$ cat config.mk
export PLATFORM = sky130hd
export DESIGN_NAME = xtea_cbc_ctrl_flat
export DESIGN_NICKNAME = d
export VERILOG_FILES = /design/src/rtl/xtea_cbc_ctrl_if.sv /design/src/rtl/xtea_cbc_ctrl.sv /design/src/flat_wrapper.sv
export SDC_FILE = /design/constraint.sdc
export NUM_CORES = 1
export LEC_CHECK = 0
export ABC_AREA = 1
export CAP_MARGIN = 10
export CORE_AREA = 3 3 229 231
export CTS_BUF_LIST = sky130_fd_sc_hd__clkbuf_16
export DETAILED_ROUTE_END_ITERATION = 6
export DIE_AREA = 0 0 232 234
export DONT_BUFFER_PORTS = 1
export GPL_TIMING_DRIVEN = 0
export PLACE_DENSITY_LB_ADDON = 0.2
export SYNTH_ARGS = -nofsm -noshare
export SYNTH_HDL_FRONTEND = slang
export SYNTH_SLANG_ARGS = --single-unit
$ cat constraint.sdc
create_clock -name clk -period 1.5 [get_ports clk]
set_input_delay 0.15 -clock clk [delete_from_list [all_inputs] [get_ports clk]]
set_output_delay 0.15 -clock clk [all_outputs]
set_load 0.005 [all_outputs]
$ cat src/rtl/xtea_cbc_ctrl_if.sv
// Stream and core-side bus for the XTEA block-mode sequencer.
//   in_*       : 64-bit input block stream (valid/ready, in_last marks message end)
//   out_*      : 64-bit result stream (valid/ready, out_last follows in_last)
//   core_*     : start/data/key/decrypt towards the XTEA core, data/ready back
// modport master: the sequencer's view. modport slave: the environment's view
// (block source, result sink and the core itself).
interface xtea_cbc_ctrl_if;
  logic         in_valid;
  logic         in_ready;
  logic [63:0]  in_data;
  logic         in_last;
  logic         out_valid;
  logic         out_ready;
  logic [63:0]  out_data;
  logic         out_last;
  logic         core_start;
  logic         core_decrypt;
  logic [127:0] core_key;
  logic [63:0]  core_data_in;
  logic [63:0]  core_data_out;
  logic         core_ready;

  modport master (
    input  in_valid, in_data, in_last, out_ready, core_data_out, core_ready,
    output in_ready, out_valid, out_data, out_last,
           core_start, core_decrypt, core_key, core_data_in
  );

  modport slave (
    output in_valid, in_data, in_last, out_ready, core_data_out, core_ready,
    input  in_ready, out_valid, out_data, out_last,
           core_start, core_decrypt, core_key, core_data_in
  );
endinterface

$ cat src/rtl/xtea_cbc_ctrl.sv
// ECB/CBC block sequencer in front of an XTEA core. One block in flight:
// accept a block, pulse core_start, wait for core_ready (with watchdog),
// chain the result and hold it on the output stream until accepted.
// Ports:
//   clk, rst_n         : clock, synchronous active-low reset
//   cfg_load/cfg_*     : per-message key, IV, mode (1=CBC), direction (1=decrypt)
//   bus                : input/output streams and core interface (master view)
//   busy               : sequencer not idle
//   err_timeout        : sticky watchdog flag, cleared by cfg_load
module xtea_cbc_ctrl #(
  parameter int TIMEOUT_CYCLES = 64
) (
  input  logic           clk,
  input  logic           rst_n,
  input  logic           cfg_load,
  input  logic [127:0]   cfg_key,
  input  logic [63:0]    cfg_iv,
  input  logic           cfg_mode,
  input  logic           cfg_decrypt,
  xtea_cbc_ctrl_if.master bus,
  output logic           busy,
  output logic           err_timeout
);
  localparam int WDW = $clog2(TIMEOUT_CYCLES + 1);
  localparam logic [WDW-1:0] WD_MAX = WDW'(TIMEOUT_CYCLES - 1);

  typedef enum logic [1:0] {IDLE, START, WAIT, OUT} state_t;
  state_t state;

  logic [127:0]   key_r;
  logic [63:0]    iv_r, chain_r, blk_r, ct_r, res_r;
  logic           mode_r, dec_r, last_r, start_r, oval_r;
  logic [WDW-1:0] wd_cnt;

  // cfg_load wins over a same-cycle input handshake.
  assign bus.in_ready     = rst_n && (state == IDLE) && !cfg_load;
  assign bus.out_valid    = oval_r;
  assign bus.out_data     = res_r;
  assign bus.out_last     = last_r;
  assign bus.core_start   = start_r;
  assign bus.core_decrypt = dec_r;
  assign bus.core_key     = key_r;
  assign bus.core_data_in = blk_r;
  assign busy             = (state != IDLE);

  always_ff @(posedge clk) begin
    if (!rst_n) begin
      state       <= IDLE;
      key_r       <= '0;
      iv_r        <= '0;
      chain_r     <= '0;
      blk_r       <= '0;
      ct_r        <= '0;
      res_r       <= '0;
      mode_r      <= 1'b0;
      dec_r       <= 1'b0;
      last_r      <= 1'b0;
      start_r     <= 1'b0;
      oval_r      <= 1'b0;
      wd_cnt      <= '0;
      err_timeout <= 1'b0;
    end else begin
      case (state)
        IDLE: begin
          if (cfg_load) begin
            key_r       <= cfg_key;
            iv_r        <= cfg_iv;
            mode_r      <= cfg_mode;
            dec_r       <= cfg_decrypt;
            chain_r     <= cfg_iv;
            err_timeout <= 1'b0;
          end else if (bus.in_valid) begin
            last_r  <= bus.in_last;
            start_r <= 1'b1;
            state   <= START;
            if (dec_r) begin
              // Ciphertext is the next chaining value, keep it aside.
              blk_r <= bus.in_data;
              ct_r  <= bus.in_data;
            end else begin
              blk_r <= bus.in_data ^ (mode_r ? chain_r : 64'd0);
            end
          end
        end
        START: begin
          start_r <= 1'b0;
          wd_cnt  <= '0;
          state   <= WAIT;
        end
        WAIT: begin
          if (bus.core_ready) begin
            oval_r <= 1'b1;
            state  <= OUT;
            if (dec_r) begin
              res_r   <= bus.core_data_out ^ (mode_r ? chain_r : 64'd0);
              chain_r <= ct_r;
            end else begin
              res_r   <= bus.core_data_out;
              chain_r <= bus.core_data_out;
            end
          end else if (wd_cnt == WD_MAX) begin
            // Core hung: drop the block and restart the chain from the IV.
            err_timeout <= 1'b1;
            chain_r     <= iv_r;
            state       <= IDLE;
          end else begin
            wd_cnt <= wd_cnt + 1'b1;
          end
        end
        OUT: begin
          if (bus.out_ready) begin
            oval_r <= 1'b0;
            state  <= IDLE;
            if (last_r) chain_r <= iv_r;
          end
        end
        default: state <= IDLE;
      endcase
    end
  end
endmodule
$ cat src/flat_wrapper.sv
// flat-port wrapper written by rule: the top's interface ports become plain ports
module xtea_cbc_ctrl_flat 
#(
  parameter int TIMEOUT_CYCLES = 64
)
  (clk, rst_n, cfg_load, cfg_key, cfg_iv, cfg_mode, cfg_decrypt, busy, err_timeout, bus_in_valid, bus_in_data, bus_in_last, bus_out_ready, bus_core_data_out, bus_core_ready, bus_in_ready, bus_out_valid, bus_out_data, bus_out_last, bus_core_start, bus_core_decrypt, bus_core_key, bus_core_data_in);
  xtea_cbc_ctrl_if bus_i ();
  input  logic clk;
  input  logic rst_n;
  input  logic cfg_load;
  input  logic [127:0] cfg_key;
  input  logic [63:0] cfg_iv;
  input  logic cfg_mode;
  input  logic cfg_decrypt;
  output logic busy;
  output logic err_timeout;
  input wire logic [$bits(bus_i.in_valid)-1:0] bus_in_valid;
  input wire logic [$bits(bus_i.in_data)-1:0] bus_in_data;
  input wire logic [$bits(bus_i.in_last)-1:0] bus_in_last;
  input wire logic [$bits(bus_i.out_ready)-1:0] bus_out_ready;
  input wire logic [$bits(bus_i.core_data_out)-1:0] bus_core_data_out;
  input wire logic [$bits(bus_i.core_ready)-1:0] bus_core_ready;
  output wire logic [$bits(bus_i.in_ready)-1:0] bus_in_ready;
  output wire logic [$bits(bus_i.out_valid)-1:0] bus_out_valid;
  output wire logic [$bits(bus_i.out_data)-1:0] bus_out_data;
  output wire logic [$bits(bus_i.out_last)-1:0] bus_out_last;
  output wire logic [$bits(bus_i.core_start)-1:0] bus_core_start;
  output wire logic [$bits(bus_i.core_decrypt)-1:0] bus_core_decrypt;
  output wire logic [$bits(bus_i.core_key)-1:0] bus_core_key;
  output wire logic [$bits(bus_i.core_data_in)-1:0] bus_core_data_in;
  assign bus_i.in_valid = bus_in_valid;
  assign bus_i.in_data = bus_in_data;
  assign bus_i.in_last = bus_in_last;
  assign bus_i.out_ready = bus_out_ready;
  assign bus_i.core_data_out = bus_core_data_out;
  assign bus_i.core_ready = bus_core_ready;
  assign bus_in_ready = bus_i.in_ready;
  assign bus_out_valid = bus_i.out_valid;
  assign bus_out_data = bus_i.out_data;
  assign bus_out_last = bus_i.out_last;
  assign bus_core_start = bus_i.core_start;
  assign bus_core_decrypt = bus_i.core_decrypt;
  assign bus_core_key = bus_i.core_key;
  assign bus_core_data_in = bus_i.core_data_in;
  xtea_cbc_ctrl #(.TIMEOUT_CYCLES(TIMEOUT_CYCLES)) u_core (.clk(clk), .rst_n(rst_n), .cfg_load(cfg_load), .cfg_key(cfg_key), .cfg_iv(cfg_iv), .cfg_mode(cfg_mode), .cfg_decrypt(cfg_decrypt), .bus(bus_i), .busy(busy), .err_timeout(err_timeout));
endmodule
Yosys cells after proc, flatten, opt, wreduce, memory -nomap -nowiden
Index checks and enable logic that the tools add are counted.
{ "classes": {"n_mux": 29, "n_bitwise": 3, "n_addsub": 1, "eq_ne": 14, "reduce_logical": 20} }
{ "op_table": {"columns": ["op", "n"], "rows": [
  ["two-way mux 64 bit", 9],
  ["case mux 64 bit (3 select lines)", 1],
  ["bitwise XOR 64 bit", 2],
  ["two-way mux 7 bit", 2],
  ["inequality test 2 bit (second input constant)", 7],
  ["case mux 7 bit (2 select lines)", 1],
  ["AND reduction 3 bit", 4],
  ["AND reduction 4 bit", 3],
  ["two-way mux 2 bit", 5],
  ["nonzero test 2 bit", 5],
  ["case mux 2 bit (4 select lines)", 1],
  ["adder 7 x 1 -> 7 bit (second input constant)", 1],
  ["== test 7 x 6 -> 1 bit (second input constant)", 1],
  ["two-way mux 1 bit", 7],
  ["case mux 1 bit (2 select lines)", 3],
  ["AND reduction 5 bit", 1],
  ["== test 2 bit (second input constant)", 2],
  ["inequality test 2 x 1 -> 1 bit (second input constant)", 2],
  ["AND reduction 2 bit", 2],
  ["inequality test 3 x 2 -> 1 bit (second input constant)", 1],
  ["nonzero test 3 bit", 1],
  ["== test 2 x 1 -> 1 bit (second input constant)", 1],
  ["logical AND 1 bit", 2],
  ["zero test 2 bit", 1],
  ["2 further kinds", 2]
]} }
{ "totals": {"regBits": 463, "elab_cells": 81} }

Logic depth before layout (Yosys ltp)
{ "depth": {"depth_word": 4, "depth_mapped": 11, "mapped_depth_nobuf": 9} }

Worst setup path after synthesis
No wires, ideal clock.
{ "synth_timing": {"kind": "register to register", "from": "reg u_core.wd_cnt[0]", "to": "reg u_core.chain_r[42]", "t_arrival_ps": 1465, "period_less_slack_ps": 1582, "setup_slack_ps": -82, "n_path_buf": 2, "path_stages_with_launch": 9, "required_time_ps": 1383, "path_cell_list": "dfxtp_1 ha_1 nand3_1 o21ai_0 nand2b_1 buf_4 buf_6 a21oi_1 nor2_1"} }
{ "synth_via": {"elab_chain_cells": 3} }
{ "synth_rtl": {"columns": ["item", "line", "rtl"], "rows": [
  ["from (decl)", "xtea_cbc_ctrl.sv:33", "logic [WDW-1:0] wd_cnt;"],
  ["from (signal assigned)", "xtea_cbc_ctrl.sv:107", "wd_cnt <= wd_cnt + 1'b1;"],
  ["== test 7 x 6 -> 1 bit", "xtea_cbc_ctrl.sv:101", "end else if (wd_cnt == WD_MAX) begin"],
  ["inequality test 3 x 2 -> 1 bit (no line)", null, null],
  ["AND reduction 5 bit (no line)", null, null],
  ["to (signal assigned)", "xtea_cbc_ctrl.sv:99", "chain_r <= bus.core_data_out;"],
  ["to (signal assigned)", "xtea_cbc_ctrl.sv:104", "chain_r <= iv_r;"],
  ["to (signal assigned)", "xtea_cbc_ctrl.sv:114", "if (last_r) chain_r <= iv_r;"],
  ["to (decl)", "xtea_cbc_ctrl.sv:31", "logic [63:0] iv_r, chain_r, blk_r, ct_r, res_r;"]
]} }
Every way passes these cells.
A chain may end at the register's enable or synchronous reset.

Final worst setup path
{ "layout_timing": {"from": "reg u_core.state[1]", "to": "reg u_core.ct_r[50]"} }
{ "layout_via": {"elab_chain_cells": 2} }
{ "layout_rtl": {"columns": ["item", "line", "rtl"], "rows": [
  ["from (decl)", "xtea_cbc_ctrl.sv:28", "state_t state;"],
  ["from (signal assigned)", "xtea_cbc_ctrl.sv:48", "state <= IDLE;"],
  ["from (signal assigned)", "xtea_cbc_ctrl.sv:75", "state <= START;"],
  ["from (signal assigned)", "xtea_cbc_ctrl.sv:88", "state <= WAIT;"],
  ["zero test 2 bit", "xtea_cbc_ctrl.sv:63", "case (state)"],
  ["AND reduction 4 bit (no line)", null, null],
  ["to (signal assigned)", "xtea_cbc_ctrl.sv:79", "ct_r <= bus.in_data;"],
  ["to (decl)", "xtea_cbc_ctrl.sv:31", null]
]} }
Every way passes these cells.

==> results.json <==
{
  "rsz0062_at_grt": "true",
  "cp-end-kind": "register",
  "numCtsBuffers": 52,
  "tightest_slew_ns": 0.793,
  "dieArea_um2": 54300,
  "cts-root-buf": "clkbuf_16",
  "fp.dieW_um": 232,
  "grt_pass1_vias": 20700,
  "path_class": "register to register",
  "tritoncts": "done",
  "synth_edf_count": 0,
  "initial_core_util": 0.394,
  "gp_congestion": 0.890,
  "syn_inst": 2766,
  "grt_max_degree": 14,
  "cap_violations": 0,
  "post-synth-top-count-cell": "nor2_1",
  "use_met1": 0.354,
  "multi_input_area_um2": 10200,
  "pwr_density_cell_nw_per_um2": 1700,
  "synth_top_area_frac": 0.468,
  "netlist_area_um2": 19800,
  "dr.pass1.iters": 6,
  "max-clock-path-buffers": 3,
  "wl_per_cell_um": 23.1,
  "layoutNonFillerInstCount": 3950,
  "path_cells": "nor2_4, nand2_4, nor2_4, inv_4, buf_12, buf_12, nor2_4, nor2_1",
  "seq_area_frac_synth": 0.468,
  "htreeDepth": 2,
  "gr-total-overflow": 0,
  "grtUsageMet3": 0.0909,
  "synth_top_family_by_area": "simple AND/OR/NAND/NOR gates",
  "final_nets": 3544,
  "ios": 592,
  "yosys.area_share.simple": 0.218,
  "worstPathArrival_ns": 2.21,
  "die-height_um": 234,
  "synth.avg_cell_area_um2": 7.17,
  "syn_to_final_growth_pct": 46.3,
  "vias_per_cell": 5.37,
  "drc_errors": 0,
  "final_hold_viol_count": 0,
  "antenna_found_initial": 25,
  "synth_cell_types": 28,
  "path_clk_slew_ns": 0.06,
  "ys_seq_elements": 463,
  "p_leak_nw": 11.9,
  "yosysTopAreaCell": "dfxtp_1",
  "fillers": 4478,
  "synth_area_leaders": "dfxtp_1, nor2_1, o21ai_0",
  "syn_nets": 3096,
  "finalCriticalPeriod_ns": 1.72,
  "cp_common_cell": "nor2_4",
  "critical_path.max_stage_delay_ns": 0.37,
  "grt.total_usage": 0.305,
  "area.sequential_um2": 9280,
  "slowest_stage": "dfxtp_4",
  "critPathMaxFanout": 10,
  "vias": 21200,
  "fin_crit_sh": 1.14,
  "async_flop_share": 0,
  "synth_compound_area_frac": 0.187,
  "ys_top_cells_by_count": "nor2_1, o21ai_0, dfxtp_1, nand2_1, a21oi_1",
  "max_slew_margin": 0.472,
  "dp_hpwl_mm": 62.8,
  "synth_flop_cell": "dfxtp_1",
  "violations": "negative setup slack",
  "hold_path.class": "input port to register",
  "cp-start-kind": "register",
  "setup_viol_count_final": 430,
  "muxShareOfSynthArea": 0,
  "post-route-util": 0.577,
  "timing.final.ws_setup_ns": -0.215,
  "io_buffer_count": 0,
  "irDropWorstVdd_v": 0.00102,
  "timing.fmax_mhz": 583,
  "drv_slew": 0,
  "synth_xor_area_frac": 0.0566,
  "cp_data_required_time_ns": 2.00,
  "grt_first_pass_wirelength_mm": 126,
  "drt_iter0_drc": 1553,
  "routed_wl_mm": 91.2,
  "synth_warnings": 0,
  "clock_sink_count": 463,
  "finalClockSkew_ns": 0.0248,
  "synthAdderAreaFrac": 0.000631,
  "num_rows": 82,
  "grt-busiest-layer": "met2",
  "ant_nets": 0,
  "core_area_um2": 50300,
  "drive_gt1_frac": 0.173,
  "dp.cells": 3438,
  "clock_latency_ns": 0.61,
  "grt_use_met2": 0.528,
  "outcome": "finished with violations"
}
-- kinds of logic after synthesis --
family,after synthesis
AND/OR/NAND/NOR,1112
AO/OA/AOI/OAI,731
flip-flops,463
buffers and inverters,331
XOR/XNOR,128
adder cells (fa/ha/maj),1
-- area by class of cell --
class                      count  share of cell area
multi-input combinational   1972               0.351
sequential                   463               0.320
timing repair buffer         397               0.158
buffer                       206              0.0680
clock buffer                  53              0.0457
tap                          672              0.0290
inverter                     122              0.0167
clock inverter                41             0.00997
antenna                       24             0.00207
-- power by group --
part	internal [mW]	total (mW)	switching [mW]
combinational	8.13	18.8	10.6
sequential	15.5	18.1	2.56
clock	7.05	12.4	5.38
total	30.7	49.3	18.6
-- layer usage --
| metal | share of wire | wire, um |
|---|---|---|
| met3 | 0.088 | 8060 |
| met1 | 0.38 | 35000 |
| met4 | 0.039 | 3600 |
| met5 | 0.00066 | 60 |
| met2 | 0.49 | 44500 |
-- path summary, 6_finish.rpt --
kind	endpoint	startpoint	slack [ns]	cells past startpoint
max reg2reg	u_core.ct_r[50]	u_core.state[1]	-0.22	8
min reg2reg	u_core.wd_cnt[6]	u_core.wd_cnt[6]	0.44	2
max	u_core.ct_r[50]	u_core.state[1]	-0.22	8
min	u_core.chain_r[8]	bus_core_data_out[8]	0.06	8
-- what timing repair did --
item | in CTS | in global routing
hold buffers | 328 | 0
setup endpoints to repair | 463 | 451
pin swaps | 45 | 122
hold endpoints to repair | 456 | 0
resized for setup | 342 | 474
gates cloned | 4 | 31
setup buffers | 21 | 17
-- metrics by stage --
step / power (mW) / hold WS (ns) / TNS (ns) / instance area, um2 / setup slack, ns
6_report: 49.3 / 0.0646 / -37.32 / 29000 / -0.215
5_1_grt: 51.5 / 0.0916 / -60.24 / 29000 / -0.256
4_1_cts: 45.3 / 0.00559 / -21.39 / 26900 / -0.120
3_5_place_dp: 29.8 / 0.293 / -383.15 / 20700 / -1.47
3_3_place_gp: 29.5 / 0.287 / -371.57 / 20700 / -1.48
2_1_floorplan: 25.2 / 0.285 / 0 / 19800 / 0.0107
-- cells in the final DEF (no fill, tap or decap), drive strengths merged, types with 15 or more instances in the layout --
cell type    synthesis  layout
inv                122     135
clkbuf             116     169
dlygate4sd3          0     328
xnor2               87      87
a21oi              230     230
diode                0      24
xor2                41      41
nor2               641     641
dfxtp              463     463
nand2              386     386
o211ai              15      15
nand3               72      72
clkinv               0      23
buf                 93     159
o21ai              483     483
-- state kept, by name, indices dropped and copies added (netlist names) --
signal	count
u_core.ct_r	64
u_core.bus.out_valid	1
u_core.bus.core_decrypt	1
u_core.bus.out_data	64
u_core.bus.out_last	1
u_core.wd_cnt	7
u_core.state	2
u_core.bus.core_key	128
u_core.chain_r	64
u_core.bus.core_start	1
u_core.mode_r	1
u_core.iv_r	64
u_core.bus.core_data_in	64
u_core.err_timeout	1
-- worst max-delay path: cells and delay by family (launching register included) --
family / cells / cell delay [ns]
DFF: 1 / 0.37
buffers and inverters: 3 / 0.45
and+or+nand+nor: 5 / 0.76
(Power assumes the default switching activity.)
